<file path="src/rtl/stack_op_sequencer.sv">
// stack_op_sequencer
// Command sequencer in front of the operand stack. It takes one stack-machine
// command at a time on a valid/ready handshake and turns it into the stack
// pop/compute/push sequence. It reports each result and flags underflow and
// overflow with a sticky error bit.
//
// Ports
//   clk, rst             rising-edge clock, synchronous active-high reset
//   cmd_valid/cmd_ready  command handshake (ready only while idle)
//   cmd_op, cmd_imm      opcode (PUSHI POP ADD SUB AND NOT DUP NOP) and immediate
//   stk_push/pop/tos     one-cycle strobes to the stack
//   stk_din              push data to the stack (zero when not pushing)
//   stk_dout             combinational top-of-stack from the stack
//   result/result_valid  last computed or popped value, one-cycle valid pulse
//   count                tracked stack occupancy
//   err                  sticky underflow/overflow flag
module stack_op_sequencer #(
    parameter int unsigned WIDTH = 8,
    parameter int unsigned DEPTH = 32,
    parameter int unsigned CNT_W = 6
) (
    input  logic             clk,
    input  logic             rst,
    input  logic             cmd_valid,
    output logic             cmd_ready,
    input  logic [2:0]       cmd_op,
    input  logic [WIDTH-1:0] cmd_imm,
    output logic             stk_push,
    output logic             stk_pop,
    output logic             stk_tos,
    output logic [WIDTH-1:0] stk_din,
    input  logic [WIDTH-1:0] stk_dout,
    output logic [WIDTH-1:0] result,
    output logic             result_valid,
    output logic [CNT_W-1:0] count,
    output logic             err
);

    typedef enum logic [2:0] {
        OP_PUSHI = 3'd0,
        OP_POP   = 3'd1,
        OP_ADD   = 3'd2,
        OP_SUB   = 3'd3,
        OP_AND   = 3'd4,
        OP_NOT   = 3'd5,
        OP_DUP   = 3'd6,
        OP_NOP   = 3'd7
    } op_e;

    typedef enum logic [2:0] {
        IDLE   = 3'd0,
        POP_A  = 3'd1,
        POP_B  = 3'd2,
        PUSH_R = 3'd3,
        DONE   = 3'd4
    } state_e;

    localparam logic [CNT_W-1:0] CNT_FULL = CNT_W'(DEPTH);
    localparam logic [CNT_W-1:0] CNT_ONE  = CNT_W'(1);
    localparam logic [CNT_W-1:0] CNT_TWO  = CNT_W'(2);

    state_e           r_state,  w_state_next;
    op_e              r_op,     w_op_next;
    logic [WIDTH-1:0] r_a,      w_a_next;
    logic [WIDTH-1:0] r_r,      w_r_next;
    logic [CNT_W-1:0] r_count,  w_count_next;
    logic             r_err,    w_err_next;
    logic [WIDTH-1:0] r_result, w_result_next;
    logic             r_result_valid, w_result_valid_next;
    logic             r_stk_push, w_stk_push_next;
    logic             r_stk_pop,  w_stk_pop_next;
    logic             r_stk_tos,  w_stk_tos_next;
    logic [WIDTH-1:0] r_stk_din,  w_stk_din_next;
    logic             r_cmd_ready;
    logic [WIDTH-1:0] w_alu;
    op_e              w_cmd_op;

    assign w_cmd_op = op_e'(cmd_op);

    // Binary op result: B is the value exposed after the first pop (stk_dout in POP_B)
    always_comb begin
        case (r_op)
            OP_ADD:  w_alu = stk_dout + r_a;
            OP_SUB:  w_alu = stk_dout - r_a;
            default: w_alu = stk_dout & r_a;
        endcase
    end

    // Next-state and next-output logic; strobes are decoded one cycle early so
    // they come out of flops aligned with the state that owns them.
    always_comb begin
        w_state_next        = r_state;
        w_op_next           = r_op;
        w_a_next            = r_a;
        w_r_next            = r_r;
        w_count_next        = r_count;
        w_err_next          = r_err;
        w_result_next       = r_result;
        w_result_valid_next = 1'b0;
        w_stk_push_next     = 1'b0;
        w_stk_pop_next      = 1'b0;
        w_stk_tos_next      = 1'b0;
        w_stk_din_next      = '0;

        case (r_state)
            IDLE: begin
                if (cmd_valid) begin
                    w_op_next = w_cmd_op;
                    case (w_cmd_op)
                        OP_PUSHI: begin
                            if (r_count == CNT_FULL) begin
                                w_err_next = 1'b1;
                            end else begin
                                w_state_next    = PUSH_R;
                                w_r_next        = cmd_imm;
                                w_stk_push_next = 1'b1;
                                w_stk_din_next  = cmd_imm;
                            end
                        end
                        OP_POP, OP_NOT: begin
                            if (r_count < CNT_ONE) begin
                                w_err_next = 1'b1;
                            end else begin
                                w_state_next   = POP_A;
                                w_stk_pop_next = 1'b1;
                                w_stk_tos_next = 1'b1;
                            end
                        end
                        OP_ADD, OP_SUB, OP_AND: begin
                            if (r_count < CNT_TWO) begin
                                w_err_next = 1'b1;
                            end else begin
                                w_state_next   = POP_A;
                                w_stk_pop_next = 1'b1;
                                w_stk_tos_next = 1'b1;
                            end
                        end
                        OP_DUP: begin
                            if ((r_count < CNT_ONE) || (r_count == CNT_FULL)) begin
                                w_err_next = 1'b1;
                            end else begin
                                // POP_B doubles as a read-only peek for DUP
                                w_state_next   = POP_B;
                                w_stk_tos_next = 1'b1;
                            end
                        end
                        default: ;
                    endcase
                end
            end

            POP_A: begin
                w_a_next     = stk_dout;
                w_count_next = r_count - CNT_ONE;
                case (r_op)
                    OP_POP: begin
                        w_state_next        = DONE;
                        w_result_next       = stk_dout;
                        w_result_valid_next = 1'b1;
                    end
                    OP_NOT: begin
                        w_state_next    = PUSH_R;
                        w_r_next        = ~stk_dout;
                        w_stk_push_next = 1'b1;
                        w_stk_din_next  = ~stk_dout;
                    end
                    default: begin
                        w_state_next   = POP_B;
                        w_stk_pop_next = 1'b1;
                        w_stk_tos_next = 1'b1;
                    end
                endcase
            end

            POP_B: begin
                w_state_next    = PUSH_R;
                w_stk_push_next = 1'b1;
                if (r_op == OP_DUP) begin
                    w_a_next       = stk_dout;
                    w_r_next       = stk_dout;
                    w_stk_din_next = stk_dout;
                end else begin
                    w_count_next   = r_count - CNT_ONE;
                    w_r_next       = w_alu;
                    w_stk_din_next = w_alu;
                end
            end

            PUSH_R: begin
                w_count_next        = r_count + CNT_ONE;
                w_state_next        = DONE;
                w_result_next       = r_r;
                w_result_valid_next = 1'b1;
            end

            DONE: begin
                w_state_next = IDLE;
            end

            default: begin
                w_state_next = IDLE;
            end
        endcase
    end

    // State and output registers
    always_ff @(posedge clk) begin
        if (rst) begin
            r_state        <= IDLE;
            r_op           <= OP_NOP;
            r_a            <= '0;
            r_r            <= '0;
            r_count        <= '0;
            r_err          <= 1'b0;
            r_result       <= '0;
            r_result_valid <= 1'b0;
            r_stk_push     <= 1'b0;
            r_stk_pop      <= 1'b0;
            r_stk_tos      <= 1'b0;
            r_stk_din      <= '0;
            r_cmd_ready    <= 1'b1;
        end else begin
            r_state        <= w_state_next;
            r_op           <= w_op_next;
            r_a            <= w_a_next;
            r_r            <= w_r_next;
            r_count        <= w_count_next;
            r_err          <= w_err_next;
            r_result       <= w_result_next;
            r_result_valid <= w_result_valid_next;
            r_stk_push     <= w_stk_push_next;
            r_stk_pop      <= w_stk_pop_next;
            r_stk_tos      <= w_stk_tos_next;
            r_stk_din      <= w_stk_din_next;
            r_cmd_ready    <= (w_state_next == IDLE);
        end
    end

    // Strobes are masked by rst so an aborted sequence never touches the stack
    // in the reset cycle.
    assign stk_push     = r_stk_push & ~rst;
    assign stk_pop      = r_stk_pop  & ~rst;
    assign stk_tos      = r_stk_tos  & ~rst;
    assign stk_din      = rst ? '0 : r_stk_din;
    assign cmd_ready    = r_cmd_ready;
    assign result       = r_result;
    assign result_valid = r_result_valid;
    assign count        = r_count;
    assign err          = r_err;

endmodule

</file>
<file path="config.mk">
export PLATFORM = sky130hd
export DESIGN_NAME = stack_op_sequencer
export DESIGN_NICKNAME = d
export VERILOG_FILES = /design/src/rtl/stack_op_sequencer.sv
export SDC_FILE = /design/constraint.sdc
export NUM_CORES = 1
export LEC_CHECK = 0
export ABC_AREA = 1
export BUFFER_PORTS_ARGS = -buffer_cell sky130_fd_sc_hd__buf_4
export CORE_ASPECT_RATIO = 2
export CORE_UTILIZATION = 57
export DETAILED_ROUTE_END_ITERATION = 10
export GPL_TIMING_DRIVEN = 0
export MAX_ROUTING_LAYER = met4
export PLACE_DENSITY = 0.8
export SETUP_SLACK_MARGIN = 0.1
export SKIP_LAST_GASP = 1
export SLEW_MARGIN = 40
export SYNTH_ARGS = -nofsm -noshare
export SYNTH_HDL_FRONTEND = slang
export SYNTH_SLANG_ARGS = --single-unit
</file>
<file path="constraint.sdc">
create_clock -name clk -period 2.6 [get_ports clk]
set_clock_uncertainty 0.15 [all_clocks]
set_input_delay 0.26 -clock clk [delete_from_list [all_inputs] [get_ports clk]]
set_output_delay 0.26 -clock clk [all_outputs]
set_load 0.03 [all_outputs]
</file>
==> impl_metrics.json, run 1 <==
{
  "cp_cell_sequence": "inv_2, ha_4, a31oi_2, xor2_1, ha_4, a21oi_1, nand2_2, nand2_1, nand2_1, nand2_1, nand3_1, nand3_1, nand2_1, a21oi_1",
  "nFillCells": 473,
  "clock-sinks": 50,
  "ir_worst_vdd_uv": 1020,
  "ant_nets": 0,
  "finalSetupViolations": 0,
  "clock-root-buffer": "clkbuf_8",
  "dr.first_iter.drc_count": 152,
  "cp_slowest_stage_delay_ns": 0.38,
  "post_drt_wl_per_cell_um": 14.8,
  "synth_nets": 486,
  "grt_overflow": 0,
  "rsz0062_at_grt": "yes",
  "die_y_um": 106,
  "min_period_over_period": 0.957,
  "yosysWarningCount": 0,
  "status": "finished, final reports clean",
  "worst-r2r-cell-count": 14,
  "boundaryPins": 50,
  "timing.max_cap.violations": 0,
  "timing.rr.start": "r_a[1]",
  "synth_cell_types": 38,
  "hold_viol_final": 0,
  "fp-row-count": 37,
  "synth_edf_count": 0,
  "cts_tree": "built",
  "die-area_um2": 5710,
  "path_class": "reg2reg",
  "synth_top_area_share": 0.326,
  "crit_path_start_kind": "flop",
  "final_nets": 545,
  "initial_core_util": 0.593,
  "synth_area_per_cell_um2": 6.80,
  "power_density_nw_per_um2": 1320,
  "r2r-end": "r_stk_din[5]",
  "end_kind": "flop",
  "cp_data_arrival_time_ns": 2.59,
  "synthCells": 452,
  "clk_latency_ns": 0.33,
  "grt_max_degree": 19,
  "place.gp.congestion": 0.929,
  "synth_seq_cells": 50,
  "viasPerCell": 5.62,
  "crit_start": "r_a[1]",
  "grt_pass1_vias": 3062,
  "die_w_um": 53.9,
  "drc": 0,
  "grt_pass1_wl_mm": 13.6,
  "io_buffers": 49,
  "cpMostUsedCell": "nand2_1",
  "required_ns": 2.70,
  "yosys.area.top_type": "dfxtp_1",
  "endpoint": "r_stk_din[5]",
  "cts_max_path_buffers": 2,
  "maxSlewHeadroom": 0.638,
  "cp_top_family": "simple AND/OR/NAND/NOR gates",
  "cp_slowest_cell": "dfxtp_1",
  "grt.total_usage": 0.335,
  "antenna_found_initial": 0,
  "seq_area_frac_synth": 0.326,
  "cp.depth": 14,
  "path_clk_slew_ns": 0.10,
  "worstMarginPinSlew_ns": 0.543,
  "diodes": 0,
  "synthTopCellsByArea": "dfxtp_1 (33%), nand2_1 (10%), nor2_1 (7.5%)",
  "p_leak_nw": 1.73,
  "fmaxAchievable_mhz": 402,
  "htree_num_levels": 2,
  "finalMaxSlewViolations": 0,
  "synth-main-ff-cell": "dfxtp_1",
  "cts_hold_buf": 0,
  "drive_gt1_frac": 0.223,
  "drt_wl_total_mm": 8.42,
  "cts_inserted_buffers": 5,
  "syn_area_um2": 3070,
  "min_period_ns": 2.49,
  "place_hpwl_mm": 6.54,
  "critPathBufInv": 1,
  "vias": 3202,
  "hp-class": "in2reg",
  "fin_total_pwr_mw": 4.92,
  "path_max_fanout": 5,
  "syn_to_final_growth_pct": 21.3,
  "async_flop_share": 0,
  "first_pass_iters": 5,
  "r2r_setup_slack_ns": 0.11,
  "core_um2": 5180,
  "final_util": 0.719
}
-- layout make-up --
class | count | area (um2) | area share
Buffer | 12 | 75.1 | 0.0201
Clock buffer | 5 | 68.8 | 0.0185
Clock inverter | 3 | 28.8 | 0.00772
Inverter | 63 | 241 | 0.0648
Multi-Input combinational cell | 327 | 1840 | 0.495
Sequential cell | 50 | 1000 | 0.270
Tap cell | 58 | 72.6 | 0.0195
Timing Repair Buffer | 52 | 390 | 0.105
-- how the worst min path moves through the flow --
| stage | start | end | depth (start not counted) |
|---|---|---|---|
| 2_1_floorplan | cmd_op[0] | r_op[0] | 2 |
| 3_3_place_gp | r_r[2] | r_r[2] | 2 |
| 3_5_place_dp | r_r[0] | r_r[0] | 2 |
| 4_1_cts | cmd_op[2] | r_op[2] | 3 |
| 5_1_grt | cmd_op[2] | r_op[2] | 3 |
| 6_report | cmd_op[0] | r_op[0] | 3 |
-- cells in the mapped netlist, drive strengths merged (3+ instances only) --
cell type,number
clkbuf,4
nor3,13
o211ai,7
o31ai,3
o22ai,3
ha,11
nor2,68
inv,63
o21ai,43
nand3,25
nand2,88
xor2,7
dfxtp,50
a21oi,39
a31oi,12
buf,8
-- cell usage in the layout, fill, tap and decap left out, types with 6 or more instances in the layout --
| cell | netlist | routed |
|---|---|---|
| nand2_1 | 82 | 77 |
| nor2_1 | 61 | 59 |
| inv_1 | 57 | 54 |
| buf_4 | 1 | 53 |
| dfxtp_1 | 50 | 47 |
| o21ai_0 | 39 | 36 |
| a21oi_1 | 39 | 36 |
| nand3_1 | 22 | 21 |
| nor3_1 | 12 | 12 |
| a31oi_1 | 12 | 11 |
| ha_1 | 11 | 8 |
| inv_2 | 4 | 7 |
| xor2_1 | 7 | 7 |
| nand2_2 | 2 | 7 |
| o211ai_1 | 7 | 7 |
| o21ai_1 | 3 | 6 |
-- per-layer routing --
layer	global-route usage	share of wire	up-vias
met5	-	0	-
met4	0.212	0.049	0
met3	0.0491	0.049	28
met2	0.574	0.54	103
met1	0.328	0.36	1466
li1	-	-	1605
-- state kept, by name, indices dropped and copies added (netlist names), 3 cells and up --
signal     flops
r_state        3
result         8
r_r            8
r_op           3
count          6
r_stk_din      8
r_a            8
-- where the power goes --
part / internal [mW] / leakage [nW] / switching [mW] / total, mW
Sequential: 0.990 / 0.408 / 0.206 / 1.20
Combinational: 1.23 / 1.27 / 1.99 / 3.22
Clock: 0.200 / 0.0502 / 0.303 / 0.503
-- timing repair --
item,CTS,global route
endpoints found under the hold margin,0,0
pin swaps,2,6
setup endpoints to repair,9,12
resized for setup,11,18
setup buffers,1,2
-- worst reg2reg max path: cells and delay by family, from the launching register on --
kind                     cells  cell delay (ns)
flip-flops                   1             0.38
XOR/XNOR                     1             0.26
AO/OA/AOI/OAI                3             0.53
adder cells (fa/ha/maj)      2             0.45
buffers and inverters        1             0.07
AND/OR/NAND/NOR              7             0.59
-- cell families after synthesis --
kind of cell	count (synthesis)	share of synthesized area
adder cells (fa/ha/maj)	12	0.0513
flip-flops	50	0.326
AO/OA/AOI/OAI	109	0.197
buffers and inverters	75	0.103
AND/OR/NAND/NOR	198	0.300
XOR/XNOR	8	0.0228
-- metrics by stage --
| stage | cells | worst slack (ns) | hold WS, ns | cell area, um2 | TNS, ns |
|---|---|---|---|---|---|
| after floorplan | 452 | 0.362 | 0.240 | 3070 | 0 |
| after global placement | 559 | -0.0437 | 0.300 | 3510 | -0.0619 |
| after detailed placement | 559 | -0.0837 | 0.306 | 3510 | -0.153 |
| after CTS | 568 | 0.0767 | 0.0311 | 3650 | 0 |
| after global routing | 570 | -0.00935 | 0.0618 | 3730 | -0.0140 |
| final | 570 | 0.112 | 0.0396 | 3730 | 0 |
Power figures use the tool's default switching activity.
==> run 2: changes to the inputs <==
Settings changed: CORE_MARGIN set to 2, CORE_UTILIZATION 57 to 61, PLACE_DENSITY 0.8 to 0.85.
Clock period 2.6 ns to 3 ns, I/O delays scaled along.
==> impl_metrics.json, run 2 (synthesis gave the netlist of run 1 again) <==
{
  "r2r-end": "r_stk_din[7]",
  "placed_cells": 558,
  "finalHoldWorstSlack_ns": 0.0753,
  "syn_to_final_growth_pct": 17.5,
  "worst-r2r-cell-count": 16,
  "r2r_setup_slack_ns": 0.32,
  "boundaryPins": 50,
  "final_nets": 542,
  "endpoint": "r_stk_din[7]",
  "clock-root-buffer": "clkbuf_8",
  "grt_max_degree": 19,
  "ir_worst_vdd_uv": 837,
  "grt.total_usage": 0.321,
  "viasPerCell": 5.58,
  "timing.max_cap.violations": 0,
  "dr.first_iter.drc_count": 118,
  "final_common_cell": "nand2_1",
  "htree_num_levels": 2,
  "core_um2": 4860,
  "die-area_um2": 5660,
  "grt_pass1_wl_mm": 13.2,
  "post_drt_wl_per_cell_um": 14.6,
  "die_y_um": 104,
  "final_util": 0.742,
  "cts_tree": "built",
  "path_clk_slew_ns": 0.10,
  "antenna_found_initial": 0,
  "dpl_cell_area_um2": 3510,
  "final.setup.tns_ns": 0,
  "cts_setup_buffers": 0,
  "grt_pass1_vias": 2969,
  "rsz0062_at_grt": "no",
  "fp-row-count": 36,
  "diodes": 0,
  "place_hpwl_mm": 6.53,
  "vias": 3156,
  "grt_overflow": 0,
  "path_class": "reg2reg",
  "min_period_over_period": 0.895,
  "required_ns": 3.05,
  "power_density_nw_per_um2": 1100,
  "cp_data_arrival_time_ns": 2.73,
  "io_buffers": 49,
  "finalMaxSlewViolations": 0,
  "fin_area_um2": 3610,
  "finalSetupViolations": 0,
  "drc": 0,
  "stdcell_count": 566,
  "hp-class": "in2reg",
  "crit_path_start_kind": "flop",
  "place_ws_ns": 0.353,
  "setup_slack_ns": 0.316,
  "die_w_um": 54.2,
  "min_period_ns": 2.68,
  "clk_latency_ns": 0.32,
  "crit_start": "r_a[1]",
  "path_max_fanout": 4,
  "ant_nets": 0,
  "maxSlewHeadroom": 0.633,
  "cts_inserted_buffers": 5,
  "fmaxAchievable_mhz": 373,
  "timing.rr.start": "r_a[1]",
  "drt_wl_total_mm": 8.28,
  "p_leak_nw": 1.71,
  "end_kind": "flop",
  "clock-sinks": 50,
  "worstMarginPinSlew_ns": 0.551,
  "first_pass_iters": 4,
  "initial_core_util": 0.632,
  "drive_gt1_frac": 0.177,
  "status": "finished, final reports clean",
  "layout_common_cells": "nand2_1 (82), nor2_1 (61), inv_1 (57), buf_4 (50), dfxtp_1 (49)",
  "cts_max_path_buffers": 2,
  "place.gp.congestion": 0.946,
  "hold_viol_final": 0,
  "fin_total_pwr_mw": 3.98
}
-- run 2: cell types whose count changed in the layout (fill, tap and decap cells not counted), sizes merged --
cell	previous run	this run
buf	60	57
-- run 2: worst min path at each step --
stage	start	endpoint	slack [ns]	cells past startpoint
6_report	cmd_op[0]	r_op[0]	0.08	3
5_1_grt	cmd_op[0]	r_op[0]	0.1	3
4_1_cts	cmd_op[0]	r_op[0]	0.07	3
3_5_place_dp	r_r[2]	r_r[2]	0.31	2
3_3_place_gp	r_r[2]	r_r[2]	0.30	2
2_1_floorplan	cmd_op[0]	r_op[0]	0.28	2
-- run 2: area by class of cell --
type	instances	area, um2
fillers	415	1250
inverters	63	241
clock buffers	5	68.8
plain buffers	12	75.1
clock inverters	3	28.8
repair buffers	49	368
flip-flops and latches	50	1000
multi-input cells	327	1760
well taps	57	71.3
-- run 2: where the power goes --
part | leakage, nW | internal (mW) | switching, mW
clock | 0.0502 | 0.173 | 0.258
combinational | 1.25 | 0.910 | 1.61
sequential | 0.408 | 0.856 | 0.168
-- run 2: metal layers --
layer  GRT usage  wire length (um)  up-vias
li1            -                 -     1587
met1       0.319              2940     1424
met2       0.557              4470      113
met3      0.0546               430       32
met4       0.170               438        0
met5           -                 0        -
-- run 2: worst max-delay path: stages (launching register included) --
cell and delay, ns:
dfxtp_1 0.34, inv_1 0.09, ha_1 0.18, nand3_1 0.16
o31ai_1 0.29, xor2_1 0.21, ha_1 0.29, nand2_1 0.09
inv_1 0.04, nand2_1 0.06, nand2_1 0.06, a21oi_1 0.22
nand3_1 0.11, nand3_1 0.08, nand2_1 0.05, nand2_1 0.08
a21oi_1 0.06
-- run 2: what timing repair did --
item | 4_1_cts | 5_1_grt
hold buffers | 0 | 0
resized for setup | 0 | 2
endpoints found under the setup margin | 0 | 2
==> run 3: changes to the inputs <==
Settings changed: CORE_MARGIN 2 to not set.
==> impl_metrics.json, run 3 (synthesis gave the netlist of run 1 again) <==
{
  "cpMostUsedCell": "nand2_1",
  "p_leak_nw": 1.71,
  "cts_inserted_buffers": 5,
  "cts_setup_buffers": 0,
  "ctsResizeCount": 0,
  "cp_cell_sequence": "inv_1, ha_1, nand3_1, o31ai_1, xor2_1, ha_1, nand2_1, inv_1, nand2_1, nand2_1, a21oi_1, nand3_1, nand3_1, nand2_1, nand2_1, a21oi_1",
  "ant_nets": 0,
  "rsz0062_at_grt": "no",
  "final_common_cell": "nand2_1",
  "die_y_um": 102,
  "final_util": 0.745,
  "cp_slowest_stage_delay_ns": 0.35,
  "timing.max_cap.violations": 0,
  "critPathBufInv": 2,
  "post_drt_wl_per_cell_um": 15.3,
  "p_seq_frac": 0.254,
  "min_period_over_period": 0.889,
  "finalMaxSlewViolations": 0,
  "final_nets": 542,
  "io_buffers": 49,
  "p_int_mw": 2.02,
  "antenna_found_initial": 0,
  "clk_latency_ns": 0.32,
  "grt_max_degree": 17,
  "crit_start": "r_a[0]",
  "die_w_um": 52.2,
  "path_class": "reg2reg",
  "cts_max_path_buffers": 2,
  "timing.rr.start": "r_a[0]",
  "cts_tree": "built",
  "layout_common_cells": "nand2_1 (82), nor2_1 (61), inv_1 (57), buf_4 (50), dfxtp_1 (49)",
  "path_clk_slew_ns": 0.10,
  "die-area_um2": 5340,
  "cts_hold_buf": 0,
  "status": "finished, final reports clean",
  "end_kind": "flop",
  "use_met1": 0.349,
  "drt_wl_total_mm": 8.64,
  "hold_end": "r_op[0]",
  "core_um2": 4860,
  "place_hpwl_mm": 6.60,
  "min_period_ns": 2.67,
  "cp.depth": 16,
  "fin_total_pwr_mw": 4.04,
  "vias": 3228,
  "power_density_nw_per_um2": 1110,
  "finalSetupViolations": 0,
  "viasPerCell": 5.70,
  "r2r_setup_slack_ns": 0.33,
  "drc": 0,
  "p_clk_frac": 0.123,
  "worst-r2r-cell-count": 16,
  "drive_gt1_frac": 0.177,
  "boundaryPins": 50,
  "syn_to_final_growth_pct": 18.0,
  "grt_pass1_wl_mm": 13.9,
  "diodes": 0,
  "hp-start": "cmd_op[0]",
  "hp-class": "in2reg",
  "clock-sinks": 50,
  "p_sw_mw": 2.03,
  "worstMarginPinSlew_ns": 0.558,
  "place.gp.congestion": 0.926,
  "met3_usage": 0.0476,
  "gr-usage-met2": 0.656,
  "dr.first_iter.drc_count": 127,
  "required_ns": 3.04,
  "swShare": 0.501,
  "grt.total_usage": 0.361,
  "hold_viol_final": 0,
  "clock-root-buffer": "clkbuf_8",
  "path_max_fanout": 4,
  "cp_top_family": "simple AND/OR/NAND/NOR gates",
  "fin_area_um2": 3630,
  "htree_num_levels": 2,
  "cp_slowest_cell": "dfxtp_1",
  "first_pass_iters": 6,
  "grt.busiest_layer": "met2",
  "cp_data_arrival_time_ns": 2.71,
  "grt_overflow": 0,
  "dpl_cell_area_um2": 3510,
  "ir_worst_vdd_uv": 849,
  "fp-row-count": 36,
  "r2r-end": "r_stk_din[7]",
  "comb_power_share": 0.623,
  "initial_core_util": 0.632,
  "whs_path_depth": 3,
  "grt_pass1_vias": 3085,
  "maxSlewHeadroom": 0.628,
  "fmaxAchievable_mhz": 375,
  "crit_path_start_kind": "flop",
  "final.setup.tns_ns": 0
}
-- run 3: how the worst max path moves through the flow --
| stage | to |
|---|---|
| floorplan | r_stk_din[6] |
| global placement | r_stk_din[7] |
| detailed placement | r_r[3] |
| CTS | r_r[3] |
| global route | r_r[6] |
| finish | r_stk_din[7] |
-- run 3: metal layers --
| layer | share of wire | routed length, um | vias up |
|---|---|---|---|
| li1 | - | - | 1597 |
| met1 | 0.37 | 3190 | 1469 |
| met2 | 0.54 | 4650 | 123 |
| met3 | 0.043 | 372 | 39 |
| met4 | 0.049 | 420 | 0 |
| met5 | 0 | 0 | - |
-- run 3: area by class of cell --
cell class,count,area [um2]
plain buffers,12,75.1
clock buffers,5,68.8
flip-flops and latches,50,1000
well taps,57,71.3
clock inverters,3,43.8
inverters,63,241
repair buffers,49,368
fillers,426,1240
multi-input cells,327,1760
-- run 3: power groups by stage --
stage                     logic (mW)  clock network, mW  registers [mW]
final                           2.52              0.497            1.03
after global routing            2.81              0.519            1.05
after CTS                       2.50              0.493            1.02
after detailed placement        2.47                  0            1.04
after global placement          2.40                  0            1.03
after floorplan                 1.78                  0            1.12
-- run 3: worst min-delay path, delay by kind of cell --
kind            cells  cell delay, ns
compound gates      1            0.07
buf+inv             1            0.09
simple gates        1            0.05
-- run 3: stage by stage --
| stage | hold slack (ns) | worst slack [ns] | cells |
|---|---|---|---|
| final | 0.0686 | 0.334 | 566 |
| after global routing | 0.0903 | 0.112 | 566 |
| after CTS | 0.0706 | 0.356 | 566 |
| after detailed placement | 0.306 | 0.373 | 558 |
| after global placement | 0.301 | 0.393 | 558 |
| after floorplan | 0.280 | 0.762 | 452 |
